--- src/rtl/traffic_conflict_monitor_if.sv ---
// traffic_conflict_monitor_if: observed lamp signals in, watchdog fault status out
interface traffic_conflict_monitor_if;
  logic traffic_red;
  logic traffic_yellow;
  logic traffic_green;
  logic pedestrian_walk;
  logic pedestrian_dont_walk;
  logic emergency;
  logic fault_clear;
  logic force_emergency;
  logic fault;
  logic [2:0] fault_code;
  logic [7:0] fault_count;
  modport master (
    output traffic_red, traffic_yellow, traffic_green, pedestrian_walk, pedestrian_dont_walk,
           emergency, fault_clear,
    input  force_emergency, fault, fault_code, fault_count
  );
  modport slave (
    input  traffic_red, traffic_yellow, traffic_green, pedestrian_walk, pedestrian_dont_walk,
           emergency, fault_clear,
    output force_emergency, fault, fault_code, fault_count
  );
endinterface

--- src/rtl/traffic_conflict_monitor.sv ---
// traffic_conflict_monitor: latches the first illegal lamp combination or sequence and forces emergency
module traffic_conflict_monitor #(
  parameter int FILTER_CYCLES  = 2,
  parameter int MIN_YELLOW     = 5,
  parameter int MAX_DARK       = 8,
  parameter int STARTUP_CYCLES = 4
) (
  input logic clk,
  input logic rst_n,
  traffic_conflict_monitor_if.slave bus
);
  typedef enum logic [1:0] {STARTUP, ARMED, TRIPPED} state_t;
  typedef enum logic [2:0] {C_DARK, C_RED, C_YEL, C_GRN, C_MULTI} cls_t;
  localparam int FW = $clog2(FILTER_CYCLES + 1);
  localparam int YW = $clog2(MIN_YELLOW + 1);
  localparam int DW = $clog2(MAX_DARK + 1);
  localparam int SW = $clog2(STARTUP_CYCLES + 1);
  localparam logic [FW-1:0] F_MAX = FW'(FILTER_CYCLES);
  localparam logic [FW-1:0] F_TRIP = FW'(FILTER_CYCLES - 1);
  localparam logic [YW-1:0] Y_MAX = YW'(MIN_YELLOW);
  localparam logic [DW-1:0] D_MAX = DW'(MAX_DARK);
  localparam logic [SW-1:0] S_END = SW'(STARTUP_CYCLES - 1);
  state_t state, state_n;
  cls_t cls, prev_cls;
  logic [FW-1:0] flt [1:3];
  logic [YW-1:0] yel_cnt;
  logic [DW-1:0] dark_cnt;
  logic [SW-1:0] st_cnt;
  logic [6:1] raw, trip;
  logic [2:0] code, fault_code;
  logic [7:0] fault_count;
  logic clr;
  always_comb begin
    cls = {bus.traffic_red, bus.traffic_yellow, bus.traffic_green} == 3'b000 ? C_DARK :
          {bus.traffic_red, bus.traffic_yellow, bus.traffic_green} == 3'b100 ? C_RED :
          {bus.traffic_red, bus.traffic_yellow, bus.traffic_green} == 3'b010 ? C_YEL :
          {bus.traffic_red, bus.traffic_yellow, bus.traffic_green} == 3'b001 ? C_GRN : C_MULTI;
    raw[1] = cls == C_MULTI;
    raw[2] = bus.pedestrian_walk && (bus.traffic_green || bus.traffic_yellow);
    raw[3] = bus.pedestrian_walk == bus.pedestrian_dont_walk;
    raw[4] = prev_cls == C_GRN && cls == C_RED;
    raw[5] = prev_cls == C_YEL && cls == C_RED && yel_cnt < Y_MAX;
    raw[6] = cls == C_DARK && !bus.emergency && dark_cnt == D_MAX;
    trip = raw;
    for (int i = 1; i <= 3; i++) trip[i] = raw[i] && flt[i] == F_TRIP;
    code = trip[1] ? 3'd1 : trip[2] ? 3'd2 : trip[3] ? 3'd3 :
           trip[4] ? 3'd4 : trip[5] ? 3'd5 : trip[6] ? 3'd6 : 3'd0;
    clr = state == TRIPPED && bus.fault_clear && raw == '0;
    state_n = state;
    if (state == STARTUP && st_cnt == S_END) state_n = ARMED;
    if (state == ARMED && trip != '0) state_n = TRIPPED;
    if (clr) state_n = ARMED;
  end
  always_ff @(posedge clk) begin
    if (!rst_n) begin
      state <= STARTUP;
      prev_cls <= C_DARK;
      for (int i = 1; i <= 3; i++) flt[i] <= '0;
      yel_cnt <= '0;
      dark_cnt <= '0;
      st_cnt <= '0;
      fault_code <= '0;
      fault_count <= '0;
    end else begin
      state <= state_n;
      prev_cls <= cls;
      st_cnt <= state == STARTUP ? st_cnt + SW'(1) : st_cnt;
      for (int i = 1; i <= 3; i++)
        flt[i] <= (state == STARTUP || clr || !raw[i]) ? '0 : flt[i] == F_MAX ? flt[i] : flt[i] + FW'(1);
      yel_cnt <= (clr || cls != C_YEL) ? '0 : yel_cnt == Y_MAX ? yel_cnt : yel_cnt + YW'(1);
      dark_cnt <= (clr || cls != C_DARK || bus.emergency) ? '0 : dark_cnt == D_MAX ? dark_cnt : dark_cnt + DW'(1);
      if (state == ARMED && trip != '0) begin
        fault_code <= code;
        fault_count <= fault_count == 8'hff ? fault_count : fault_count + 8'd1;
      end else if (clr) fault_code <= '0;
    end
  end
  assign bus.fault = state == TRIPPED;
  assign bus.force_emergency = state == TRIPPED;
  assign bus.fault_code = fault_code;
  assign bus.fault_count = fault_count;
endmodule
--- src/flat_wrapper.sv ---
// flat-port wrapper written by rule: the top's interface ports become plain ports
module traffic_conflict_monitor_flat 
#(
  parameter int FILTER_CYCLES  = 2,
  parameter int MIN_YELLOW     = 5,
  parameter int MAX_DARK       = 8,
  parameter int STARTUP_CYCLES = 4
)
  (clk, rst_n, bus_traffic_red, bus_traffic_yellow, bus_traffic_green, bus_pedestrian_walk, bus_pedestrian_dont_walk, bus_emergency, bus_fault_clear, bus_force_emergency, bus_fault, bus_fault_code, bus_fault_count);
  traffic_conflict_monitor_if bus_i ();
  input logic clk;
  input logic rst_n;
  input wire logic [$bits(bus_i.traffic_red)-1:0] bus_traffic_red;
  input wire logic [$bits(bus_i.traffic_yellow)-1:0] bus_traffic_yellow;
  input wire logic [$bits(bus_i.traffic_green)-1:0] bus_traffic_green;
  input wire logic [$bits(bus_i.pedestrian_walk)-1:0] bus_pedestrian_walk;
  input wire logic [$bits(bus_i.pedestrian_dont_walk)-1:0] bus_pedestrian_dont_walk;
  input wire logic [$bits(bus_i.emergency)-1:0] bus_emergency;
  input wire logic [$bits(bus_i.fault_clear)-1:0] bus_fault_clear;
  output wire logic [$bits(bus_i.force_emergency)-1:0] bus_force_emergency;
  output wire logic [$bits(bus_i.fault)-1:0] bus_fault;
  output wire logic [$bits(bus_i.fault_code)-1:0] bus_fault_code;
  output wire logic [$bits(bus_i.fault_count)-1:0] bus_fault_count;
  assign bus_i.traffic_red = bus_traffic_red;
  assign bus_i.traffic_yellow = bus_traffic_yellow;
  assign bus_i.traffic_green = bus_traffic_green;
  assign bus_i.pedestrian_walk = bus_pedestrian_walk;
  assign bus_i.pedestrian_dont_walk = bus_pedestrian_dont_walk;
  assign bus_i.emergency = bus_emergency;
  assign bus_i.fault_clear = bus_fault_clear;
  assign bus_force_emergency = bus_i.force_emergency;
  assign bus_fault = bus_i.fault;
  assign bus_fault_code = bus_i.fault_code;
  assign bus_fault_count = bus_i.fault_count;
  traffic_conflict_monitor #(.FILTER_CYCLES(FILTER_CYCLES), .MIN_YELLOW(MIN_YELLOW), .MAX_DARK(MAX_DARK), .STARTUP_CYCLES(STARTUP_CYCLES)) u_core (.clk(clk), .rst_n(rst_n), .bus(bus_i));
endmodule
--- config.mk ---
export PLATFORM = sky130hd
export DESIGN_NAME = traffic_conflict_monitor_flat
export DESIGN_NICKNAME = d
export VERILOG_FILES = /design/src/rtl/traffic_conflict_monitor_if.sv /design/src/rtl/traffic_conflict_monitor.sv /design/src/flat_wrapper.sv
export SDC_FILE = /design/constraint.sdc
export NUM_CORES = 1
export LEC_CHECK = 0
export BUFFER_PORTS_ARGS = -buffer_cell sky130_fd_sc_hd__buf_2
export CORE_MARGIN = 2
export CORE_UTILIZATION = 30
export DETAILED_ROUTE_END_ITERATION = 6
export PLACE_DENSITY = 0.48
export SLEW_MARGIN = 0
export SYNTH_ARGS = -nofsm -noshare
export SYNTH_HDL_FRONTEND = slang
export SYNTH_SLANG_ARGS = --single-unit
--- constraint.sdc ---
create_clock -name clk -period 3.95 [get_ports clk]
set_clock_uncertainty 0.2 [all_clocks]
set_input_delay 0.1975 -clock clk [delete_from_list [all_inputs] [get_ports clk]]
set_output_delay 0.1975 -clock clk [all_outputs]
set_load 0.005 [all_outputs]
**Word level (Yosys, flattened, before mapping)**

Memory sizes are Yosys's and may differ from the RTL's.
Index checks and enable logic that the tools add are counted.

- Flip-flop bits (word level): 26
- Output and inout port bits: 13
- Memories: 1
- Word-level logic and storage cells: 107
- Input bits: 9
- Bits in writable memories: 6

- Add/sub/neg operators: 7
- Reduce and logical (&&, ||, !) cells: 38
- Bitwise gates (word level): 5
- Order comparisons: 1
- Mux-type cells: 26
- Equality and inequality tests: 21

Memories:

| name | words | width | rd ports | clocked after memory_dff | wr ports | RTL line | text |
|---|---|---|---|---|---|---|---|
| u_core.flt | 3 | 2 | 3 | 0 | 3 | traffic_conflict_monitor.sv:25 | `logic [FW-1:0] flt [1:3];` |

Operators by type and width:

| operator | number |
|---|---|
| 3-bit 2-to-1 mux | 12 |
| 2-bit 2-to-1 mux | 11 |
| 1-bit logical AND | 13 |
| 3-bit by 2-bit equality test with 1-bit output, second input constant | 4 |
| 3-bit equality test, second input constant | 3 |
| 8-bit by 1-bit adder with 8-bit output, second input constant | 1 |
| 2-bit by 1-bit equality test with 1-bit output, second input constant | 4 |
| 2-bit equality test, second input constant | 4 |
| 8-bit equality test, second input constant | 1 |
| 1-bit logical OR | 8 |
| 2-bit by 1-bit adder with 2-bit output, second input constant | 3 |
| 3-bit by 1-bit adder with 3-bit output, second input constant | 2 |
| 3-bit by 1-bit equality test with 1-bit output, second input constant | 2 |
| 3-bit zero test | 2 |
| 6-bit zero test | 1 |
| 3-bit nonzero test | 2 |
| 6-bit nonzero test | 1 |
| 2-bit OR reduction | 3 |
| 4-bit by 1-bit adder with 4-bit output, second input constant | 1 |
| 4-bit equality test, second input constant | 1 |
| 1-bit zero test | 4 |
| 2-bit nonzero test | 2 |
| 3-bit < comparator, second input constant | 1 |
| 1-bit 2-to-1 mux | 3 |
| 6 further kinds | 9 |

**Longest topological paths before layout**

Gate-level depths: netlist of run 1.

- Word-level depth: 15
- Gate-level depth with buffers: 8
- Gate-level depth less buffers: 7

**Worst setup path after synthesis of run 1**

No wires, ideal clock.

- Kind: input to register
- Start: input bus_traffic_red
- End: register u_core.fault_count[4], in the netlist u_core.bus.fault_count[4]
- Cell stages on the path: 7
- Arrival: 1.702 ns
- Slack: 1.934 ns
- Buffers on the path: 2
- Data required time: 3.635 ns
- Setup time: 0.115 ns
- Cells stage by stage: buf_6 -> maj3_2 -> a221o_1 -> o31ai_2 -> buf_6 -> nor4_1 -> o21a_1

- Cells in the longest elaborated chain, start to end: 11
- Elaborated cells on any way between the ends: 20
- Classes of those cells: 5 x eq/ne; 4 x mux; 11 x reduce/logical

RTL lines:

| element | RTL line | text |
|---|---|---|
| start: declaration | flat_wrapper.sv:13 | `input wire logic [$bits(bus_i.traffic_red)-1:0] bus_traffic_red;` |
| 3-bit by 1-bit equality test with 1-bit output | traffic_conflict_monitor.sv:37 | `{bus.traffic_red, bus.traffic_yellow, bus.traffic_green} == 3'b001 ? C_GRN : C_MULTI;` |
| 3-bit 2-to-1 mux | traffic_conflict_monitor.sv:37 |  |
| 3-bit 2-to-1 mux | traffic_conflict_monitor.sv:36 | `{bus.traffic_red, bus.traffic_yellow, bus.traffic_green} == 3'b010 ? C_YEL :` |
| 3-bit 2-to-1 mux | traffic_conflict_monitor.sv:35 | `{bus.traffic_red, bus.traffic_yellow, bus.traffic_green} == 3'b100 ? C_RED :` |
| 3-bit 2-to-1 mux (*) | traffic_conflict_monitor.sv:34 | `cls = {bus.traffic_red, bus.traffic_yellow, bus.traffic_green} == 3'b000 ? C_DARK :` |
| 3-bit by 1-bit equality test with 1-bit output / 3-bit zero test (equally long branches) | traffic_conflict_monitor.sv:41, traffic_conflict_monitor.sv:42, traffic_conflict_monitor.sv:43 |  |
| 1-bit logical AND, on equally long branches (2 in series) | traffic_conflict_monitor.sv:42, traffic_conflict_monitor.sv:43 |  |
| 6-bit nonzero test (*) | traffic_conflict_monitor.sv:72 | `if (state == ARMED && trip != '0) begin` |
| 1-bit logical AND (*) | traffic_conflict_monitor.sv:72 |  |
| 2-bit AND reduction (no line) (*) | - |  |
| end signal: assignment | traffic_conflict_monitor.sv:74 | `fault_count <= fault_count == 8'hff ? fault_count : fault_count + 8'd1;` |
| end: declaration | traffic_conflict_monitor.sv:31 | `logic [7:0] fault_count;` |

Every way passes the cells marked *; elsewhere a longest branch is shown, timed or not.
A chain may end at the register's enable or synchronous reset.

**Final worst setup path of run 1**

Same ends and word-level chain as after synthesis.

==> flow_summary.toml, run 1 <==
[status]
status = "completed"

[logic_synthesis]
synth_area_leaders = "dfxtp_1 37%, ha_1 9.3%, nor2_1 4.1%, a21oi_1 3.7%, inv_1 3.0%"
yosys_warnings = 0
synth.distinct_cells = 50
synth_area_per_cell_um2 = 9.02
seq_area_frac_synth_pct = 36.6
yosys_most_used_dff = "dfxtp_1"
async_flop_share_pct = 0
syn-instance-count = 194
synth_top_cell_by_area = "dfxtp_1"
syn_nets = 216
synth_top_area_share_pct = 36.6
ys_ff_latch = 32
synth_area_um2 = 1750
synth_enable_flop_cells = 0

[grt]
grt_pass1_wl_um = 5840
grt_max_degree = 15
overflow = 0
grt_pass1_vias = 1233
antenna_found_initial = 0
gr-usage-all-layers_pct = 11.9

[setup_path]
start_kind = "primary input"
crit_fanout = 13
r2r-start = "u_core.flt[0][5]"
critPathArrivalTime_ns = 2.74
required_ns = 3.93
path_class = "in -> reg"
rr_worst_depth = 7
cp-end-kind = "flip-flop"
cp-startpoint = "bus_traffic_red"

[sta]
min_period_ns = 2.76
tightestPinTransition_ns = 0.875
hold_viol = 0
rsz0062_at_grt = "false"
whs_ns = 0.0185
fin_tns_setup_ns = 0
finalCritPeriodShare_pct = 69.8
fmax_ghz = 0.363
finalMaxSlewViolations = 0
maxSlewHeadroom_pct = 41.3
setup_viol = 0

[detailed_routing]
routed_wl_um = 3450
drt_drc_violations_left = 0
drt-pass1-iter-count = 4
via_count = 1368
post_drt_wl_per_cell_um = 11.9
drt-initial-drc-count = 50
vias_per_cell = 4.73
postRouteAntennaNets = 0

[power]
combinationalPowerShare_pct = 9.6
p_seq_share_pct = 51.9
switching_power_mw = 0.157
p_int_mw = 0.505
p_sw_share_pct = 23.7
ir_worst_vdd_v = 0.000108
cellLeakagePower_nw = 0.776
clock_power_share_pct = 38.5
total_power_mw = 0.661
p_per_area_nw_per_um2 = 333

[floorplan]
die_area_um2 = 6460
std_cell_rows = 27
start_util_pct = 31.4
dieHeight_um = 80.4
die-width_um = 80.4
coreArea_um2 = 5570
pin_count = 22

[job]
maxCapViolations = 0

[place]
dpl_cell_area_um2 = 1890
gp_congestion = 0.716
place_hpwl_um = 2590
io_buffer_count = 21

[finish]
syn_to_final_growth_pct = 13.4
fillers = 594
fin_area_um2 = 1990
n_antenna_cell = 0
layout-drive-gt1-share_pct = 18.9
nets = 238

[clock_tree]
postCtsSetupBuffers = 0
cts_tree = "yes"
clock_latency_ns = 0.28
clkSlewWorstSetupHoldPaths_ns = 0.06
cts.sinks = 32
cts_root_buffer = "clkbuf_8"
cts_buffers = 5
clock_path_buffers = 2
htreeDepth = 2

[hold_path]
holdPathStages = 2
hold_start = "bus_traffic_yellow"
hold_path_class = "in -> reg"
## metal layers
layer	share of wire (%)	track usage, %	wire, um
met1	52	15.6	1780
met4	1.7	4.58	59
met2	43	17.7	1490
met3	3.6	4.49	125
met5	0	0	0
## power groups by stage
| stage | logic (mW) | registers, mW | clock network, mW |
|---|---|---|---|
| 6_report | 0.0633 | 0.343 | 0.254 |
| 5_1_grt | 0.0733 | 0.345 | 0.283 |
| 3_3_place_gp | 0.0633 | 0.351 | 0 |
| 2_1_floorplan | 0.0519 | 0.349 | 0 |
| 4_1_cts | 0.0644 | 0.344 | 0.267 |
| 3_5_place_dp | 0.0634 | 0.351 | 0 |
## worst max-delay path: stages
cell and delay, ns:
dlygate4sd3_1 0.53, buf_2 0.17, maj3_2 0.36, a221o_1 0.41, o31ai_2 0.72, nor4_1 0.14, o21a_1 0.20
## placed cells by master (no fill, tap or decap), types with 5 or more instances in the layout
cell type,instances
nor2_1,19
nand3b_1,5
inv_1,14
o21ai_1,5
xor2_1,5
buf_2,21
clkbuf_8,6
a21oi_1,13
dfxtp_1,32
nand3_1,9
nand2_1,13
xnor2_1,6
ha_1,13
## metrics by stage
stage,std cells,utilization [%],setup WS [ns]
2_1_floorplan,194,-,1.93
3_3_place_gp,280,33.8,1.46
3_5_place_dp,280,33.8,1.43
4_1_cts,289,35.6,1.19
5_1_grt,289,35.6,1.05
6_report,289,35.6,1.19
## synthesized netlist by cell type (all sizes together), types with 2 or more instances
library cell	n
or3	2
o31a	2
o21a	3
nand4b	2
nand4	2
a21oi	16
nor3	5
ha	13
nand2	13
buf	6
o211a	2
and4	2
xnor2	6
nor4	5
nor2	19
o31ai	2
nand3	9
nand3b	5
dfxtp	32
a211oi	2
inv	14
o21ai	9
xor2	5
## kinds of logic (layout without fill, tap and decap cells)
family / count (synthesis) / after routing / synth area share, %
AND/OR/NAND/NOR: 73 / 73 / 23.4
AO/OA/AOI/OAI: 43 / 43 / 18.2
buffers and inverters: 21 / 44 / 6.43
XOR/XNOR: 11 / 11 / 5.50
flip-flops: 32 / 32 / 36.6
adder cells (fa/ha/maj): 14 / 14 / 9.94
## path summary, 6_finish.rpt
kind	slack (ns)	end
hold / removal	0.02	u_core.prev_cls[0]
setup / recovery	1.19	u_core.bus.fault_count[4]
setup reg to reg	1.53	u_core.bus.fault_count[4]
hold reg to reg	0.26	u_core.bus.fault_code[1]
## sequential cells by signal, indices dropped and copies added, names as in the netlist
signal                  flops
u_core.flt                  6
u_core.bus.fault_code       3
u_core.dark_cnt             4
u_core.yel_cnt              3
u_core.state                2
u_core.bus.fault_count      8
u_core.st_cnt               3
u_core.prev_cls             3
## cell type report
class,count,area (um2),area share (%)
multi-input cells,141,997,50.2
well taps,72,90.1,4.54
inverters,14,52.6,2.65
flip-flops and latches,32,641,32.3
repair buffers,22,115,5.80
clock buffers,8,90.1,4.54
## timing repair
item / 4_1_cts / 5_1_grt
hold endpoints to repair: 1 / 0
setup endpoints to repair: 0 / 0
gates resized for setup: 0 / 0
hold buffers: 1 / 0
Note: power is estimated with default switching activity, not from simulation.
==> run 2, diff against run 1 <==
Settings changed: ABC_AREA set to 1.
Clock period 3.95 ns to 2.6 ns, I/O delays scaled along.
==> flow_summary.toml, run 2 <==
[status]
status = "completed"

[detailed_routing]
drt-pass1-iter-count = 4
post_drt_wl_per_cell_um = 10.3
drt-initial-drc-count = 73
vias_per_cell = 4.41
routed_wl_um = 3380
drt_drc_violations_left = 0
postRouteAntennaNets = 0
via_count = 1455

[finish]
syn_to_final_growth_pct = 17.0
fin_area_um2 = 2030
mostFrequentLayoutCell = "nand2_1"
mostFrequentLayoutCells = "37 x nand2_1, 32 x dfxtp_1, 31 x inv_1, 28 x nor2_1, 22 x a21oi_1"
layout-drive-gt1-share_pct = 16.3
largestRegisters = "u_core.bus.fault_count: 8 flops, u_core.flt: 6 flops, u_core.dark_cnt: 4 flops"
nets = 279
largest_reg_flops = 8
n_antenna_cell = 0
regMostFlops = "u_core.bus.fault_count"

[logic_synthesis]
synth_top_cell_by_area = "dfxtp_1"
syn-instance-count = 229
yosys_warnings = 0
ys_ff_latch = 32
yosys_most_used_dff = "dfxtp_1"
async_flop_share_pct = 0
synth.distinct_cells = 29
synth_enable_flop_cells = 0
synth_common_cells = "37 x nand2_1, 32 x dfxtp_1, 31 x inv_1"
synth_area_per_cell_um2 = 7.57
synth_area_um2 = 1730
syn_nets = 251
seq_area_frac_synth_pct = 36.9
yosysMostFrequentCell = "nand2_1"
synth_top_area_share_pct = 36.9
synth_area_leaders = "dfxtp_1 37%, ha_1 9.4%, nand2_1 8.0%, inv_1 6.7%, a21oi_1 6.3%"

[setup_path]
cp-startpoint = "u_core.dark_cnt[0]"
start_kind = "flip-flop"
required_ns = 2.58
path_class = "reg -> reg"
critPathArrivalTime_ns = 1.98
r2r-start = "u_core.dark_cnt[0]"
cp-end-kind = "flip-flop"
crit_fanout = 11

[grt]
grt_pass1_vias = 1397
antenna_found_initial = 0
grt_pass1_wl_um = 6210
gr-usage-all-layers_pct = 12.4
grt_max_degree = 17
overflow = 0

[clock_tree]
htreeDepth = 2
clock_path_buffers = 2
cts_buffers = 5
cts_root_buffer = "clkbuf_8"
clock_latency_ns = 0.28
cts.sinks = 32
cts_tree = "yes"
clkSlewWorstSetupHoldPaths_ns = 0.06
ctsResizeCount = 0

[floorplan]
die_area_um2 = 6400
pin_count = 22
die-width_um = 80.0
std_cell_rows = 27
coreArea_um2 = 5540
dieHeight_um = 80.0
start_util_pct = 31.3

[sta]
finalCritPeriodShare_pct = 76.9
fmax_ghz = 0.500
rsz0062_at_grt = "false"
setup_viol = 0
whs_ns = 0.0129
min_period_ns = 2.00
finalMaxSlewViolations = 0
fin_tns_setup_ns = 0
hold_viol = 0
maxSlewHeadroom_pct = 63.4
tightestPinTransition_ns = 0.549

[job]
maxCapViolations = 0

[power]
cellLeakagePower_nw = 0.926
p_per_area_nw_per_um2 = 499
ir_worst_vdd_v = 0.000302

[place]
place_hpwl_um = 2570
dpl_cell_area_um2 = 1910
io_buffer_count = 21
gp_congestion = 0.727

[hold_path]
hold_start = "bus_traffic_green"
hold_path_class = "in -> reg"
-- run 2: cell count changes after synthesis, sizes merged, moves of 5 or more --
cell | before | now
o21ai | 9 | 4
inv | 14 | 33
nor2 | 19 | 31
nand4 | 2 | 12
nor4 | 5 | 0
a21oi | 16 | 24
nand2 | 13 | 40
nand3 | 9 | 17
-- run 2: through the flow --
stage          power, mW  instances  util (%)  setup WS [ns]
2_1_floorplan      0.603        229         -          0.927
4_1_cts             1.03        330      36.6          0.568
3_3_place_gp       0.631        319      34.5          0.647
6_report            1.01        330      36.6          0.600
5_1_grt             1.07        330      36.6          0.366
3_5_place_dp       0.630        319      34.5          0.577
-- run 2: worst paths after layout --
| path | endpoint | slack (ns) | depth (start not counted) |
|---|---|---|---|
| min reg2reg | u_core.flt[0][2] | 0.28 | 2 |
| max | u_core.bus.fault_count[0] | 0.60 | 10 |
| min | u_core.prev_cls[0] | 0.01 | 3 |
| max reg2reg | u_core.bus.fault_count[0] | 0.60 | 10 |
-- run 2: what timing repair did --
item | CTS | global route
hold buffers | 3 | 0
setup buffers | 0 | 0
endpoints found under the hold margin | 8 | 0
-- run 2: worst max-delay path: stages (launching register included) --
cell and delay (ns):
dfxtp_1 0.38, inv_1 0.06, ha_1 0.20, nand3_2 0.12
nor2_1 0.09, a21oi_4 0.16, nand3_2 0.25, nand3_2 0.25
nand2_1 0.08, nand2_1 0.06, nor2_1 0.03
-- run 2: final cells by class --
class,count,area (um2)
Clock buffer,8,90.1
Fill cell,629,3510
Tap cell,72,90.1
Multi-Input combinational cell,159,938
Timing Repair Buffer,25,143
Sequential cell,32,641
Inverter,34,128
-- run 2: routing by layer --
| layer | vias up | share of wire (%) | track usage (%) | wire length, um |
|---|---|---|---|---|
| met1 | 632 | 51 | 16.4 | 1730 |
| met5 | - | 0 | 0 | 0 |
| met4 | 0 | 2.9 | 6.78 | 97 |
| met2 | 21 | 43 | 18.5 | 1440 |
| met3 | 9 | 3.5 | 2.60 | 120 |
| li1 | 793 | - | - | - |
-- run 2: cell families (layout without fill, tap and decap cells) --
group	count (synthesis)	count (layout)	share of synthesized area, %
xor+xnor	13	13	6.57
buf+inv	38	67	8.95
simple gates	102	102	27.9
flops	32	32	36.9
fa+ha+maj	13	13	9.38
compound gates	31	31	10.2
-- run 2: power breakdown --
group	switching (mW)	internal, mW	total (mW)
clock	0.176	0.216	0.391
sequential	0.00995	0.509	0.519
combinational	0.0634	0.0391	0.102
total	0.249	0.763	1.01
==> run 3, diff against run 2 <==
Settings changed: PLACE_DENSITY 0.48 to 0.5.
Clock period 2.6 ns to 1.8 ns, I/O delays scaled along.
==> flow_summary.toml, run 3 (synthesis results as in run 2) <==
[finish]
mostFrequentLayoutCells = "34 x nand2_1, 31 x inv_1, 29 x dfxtp_1, 23 x nor2_1, 21 x buf_2"
layout-drive-gt1-share_pct = 26.0
nets = 298
regMostFlops = "u_core.bus.fault_count"
syn_to_final_growth_pct = 30.2
stdcell_count = 349
utilization_pct = 40.8
largestRegisters = "u_core.bus.fault_count: 8 flops, u_core.flt: 6 flops, u_core.dark_cnt: 4 flops"
n_antenna_cell = 0
fillers = 608
largest_reg_flops = 8
mostFrequentLayoutCell = "nand2_1"

[place]
place_hpwl_um = 2660
io_buffer_count = 21
dp.cells = 327
gp_congestion = 0.731

[floorplan]
dieHeight_um = 80.0
die-width_um = 80.0
die_area_um2 = 6400
std_cell_rows = 27
coreArea_um2 = 5540
pin_count = 22
start_util_pct = 31.3

[grt]
gr-usage-all-layers_pct = 12.6
grt_pass1_wl_um = 6310
grt_pass1_vias = 1453
overflow = 0
antenna_found_initial = 0
grt_max_degree = 11

[clock_tree]
clkSlewWorstSetupHoldPaths_ns = 0.06
cts.sinks = 32
cts_tree = "yes"
clock_latency_ns = 0.28
cts_root_buffer = "clkbuf_8"
clock_path_buffers = 2
cts_buffers = 5
htreeDepth = 2

[power]
cellLeakagePower_nw = 1.02
ir_worst_vdd_v = 0.000420
p_per_area_nw_per_um2 = 663

[detailed_routing]
via_count = 1568
routed_wl_um = 3730
drt_drc_violations_left = 0
vias_per_cell = 4.49
post_drt_wl_per_cell_um = 10.7
postRouteAntennaNets = 0
drt-initial-drc-count = 94
drt-pass1-iter-count = 4

[setup_path]
crit_fanout = 6
crit_slowest_cell = "dlygate4sd3_1"
cp_cell_sequence = "buf_2 > dlygate4sd3_1 > nand3_2 > nand2_2 > nor2_4 > nand2_2 > nand3_4 > buf_4 > nand4_1 > a21oi_1"
required_ns = 1.81
path_class = "in -> reg"
critPathArrivalTime_ns = 1.74
start_kind = "primary input"
crit_top_cell = "nand2_2"
cp-end-kind = "flip-flop"
max_stage_delay_ns = 0.57

[sta]
whs_ns = -0.0155
tightestPinTransition_ns = 0.549
finalMaxSlewViolations = 0
fmax_ghz = 0.578
setup_viol = 0
min_period_ns = 1.73
finalCritPeriodShare_pct = 96.1
hold_viol = 5
maxSlewHeadroom_pct = 63.3

[status]
violations = "negative hold slack"
status = "finished, violations left"

[job]
maxCapViolations = 0

[hold_path]
hold_path_class = "in -> reg"
==> run 3: cell count changes in the layout (fill, tap and decap cells not counted), sizes merged <==
cell	previous run	this run
dlygate4sd3	3	9
nand3	17	18
nand2	40	41
clkinv	1	0
inv	33	34
buf	22	33
==> run 3: worst paths after layout <==
check / from / endpoint / slack (ns) / cells past startpoint
worst max register to register: u_core.dark_cnt[1] / u_core.bus.fault_code[1] / 0.12 / 9
worst min register to register: u_core.flt[0][2] / u_core.flt[0][2] / 0.28 / 2
worst min-delay path: bus_traffic_red / u_core.dark_cnt[0] / -0.02 / 4
worst max-delay path: bus_traffic_yellow / u_core.bus.fault_code[1] / 0.07 / 10
==> run 3: stage by stage <==
stage | setup TNS, ns | worst slack [ns] | power (mW) | area, um2
final | 0 | 0.0695 | 1.50 | 2260
after global placement | 0 | 0.0466 | 0.913 | 1970
after floorplan | 0 | 0.127 | 0.871 | 1730
after global routing | -0.109 | -0.0313 | 1.58 | 2260
after detailed placement | 0 | 0.0507 | 0.914 | 1970
after CTS | 0 | 0.0312 | 1.50 | 2140
==> run 3: what timing repair did <==
action	4_1_cts	5_1_grt
hold endpoints to repair	13	1
buffers inserted	0	3
resized for setup	0	22
endpoints found under the setup margin	0	17
hold buffers	8	1
==> run 3: routing by layer <==
layer / up-vias / GRT usage, % / part of all wire, %
li1: 836 / - / -
met1: 701 / 16.5 / 50
met2: 24 / 19.3 / 46
met3: 7 / 3.51 / 3.3
met4: 0 / 4.92 / 1.3
met5: - / 0 / 0
==> run 3: worst max-delay path, delay by kind of cell <==
family,cells,cell delay (ns)
buffers and inverters,3,0.82
AND/OR/NAND/NOR,6,0.65
AO/OA/AOI/OAI,1,0.17
==> run 3: report_power, final <==
| group | internal [mW] | leakage, nW | total (mW) | switching (mW) |
|---|---|---|---|---|
| Combinational | 0.0773 | 0.709 | 0.185 | 0.108 |
| Clock | 0.312 | 0.0455 | 0.564 | 0.253 |
| Sequential | 0.735 | 0.261 | 0.749 | 0.0138 |
| Total | 1.12 | 1.02 | 1.50 | 0.374 |
==> run 3: layout make-up <==
| cell class | instances | area, um2 | share of cell area, % |
|---|---|---|---|
| flip-flops and latches | 32 | 644 | 28.5 |
| multi-input cells | 161 | 1020 | 45.0 |
| inverters | 34 | 128 | 5.65 |
| repair buffers | 42 | 289 | 12.8 |
| clock buffers | 8 | 90.1 | 3.99 |
| well taps | 72 | 90.1 | 3.99 |
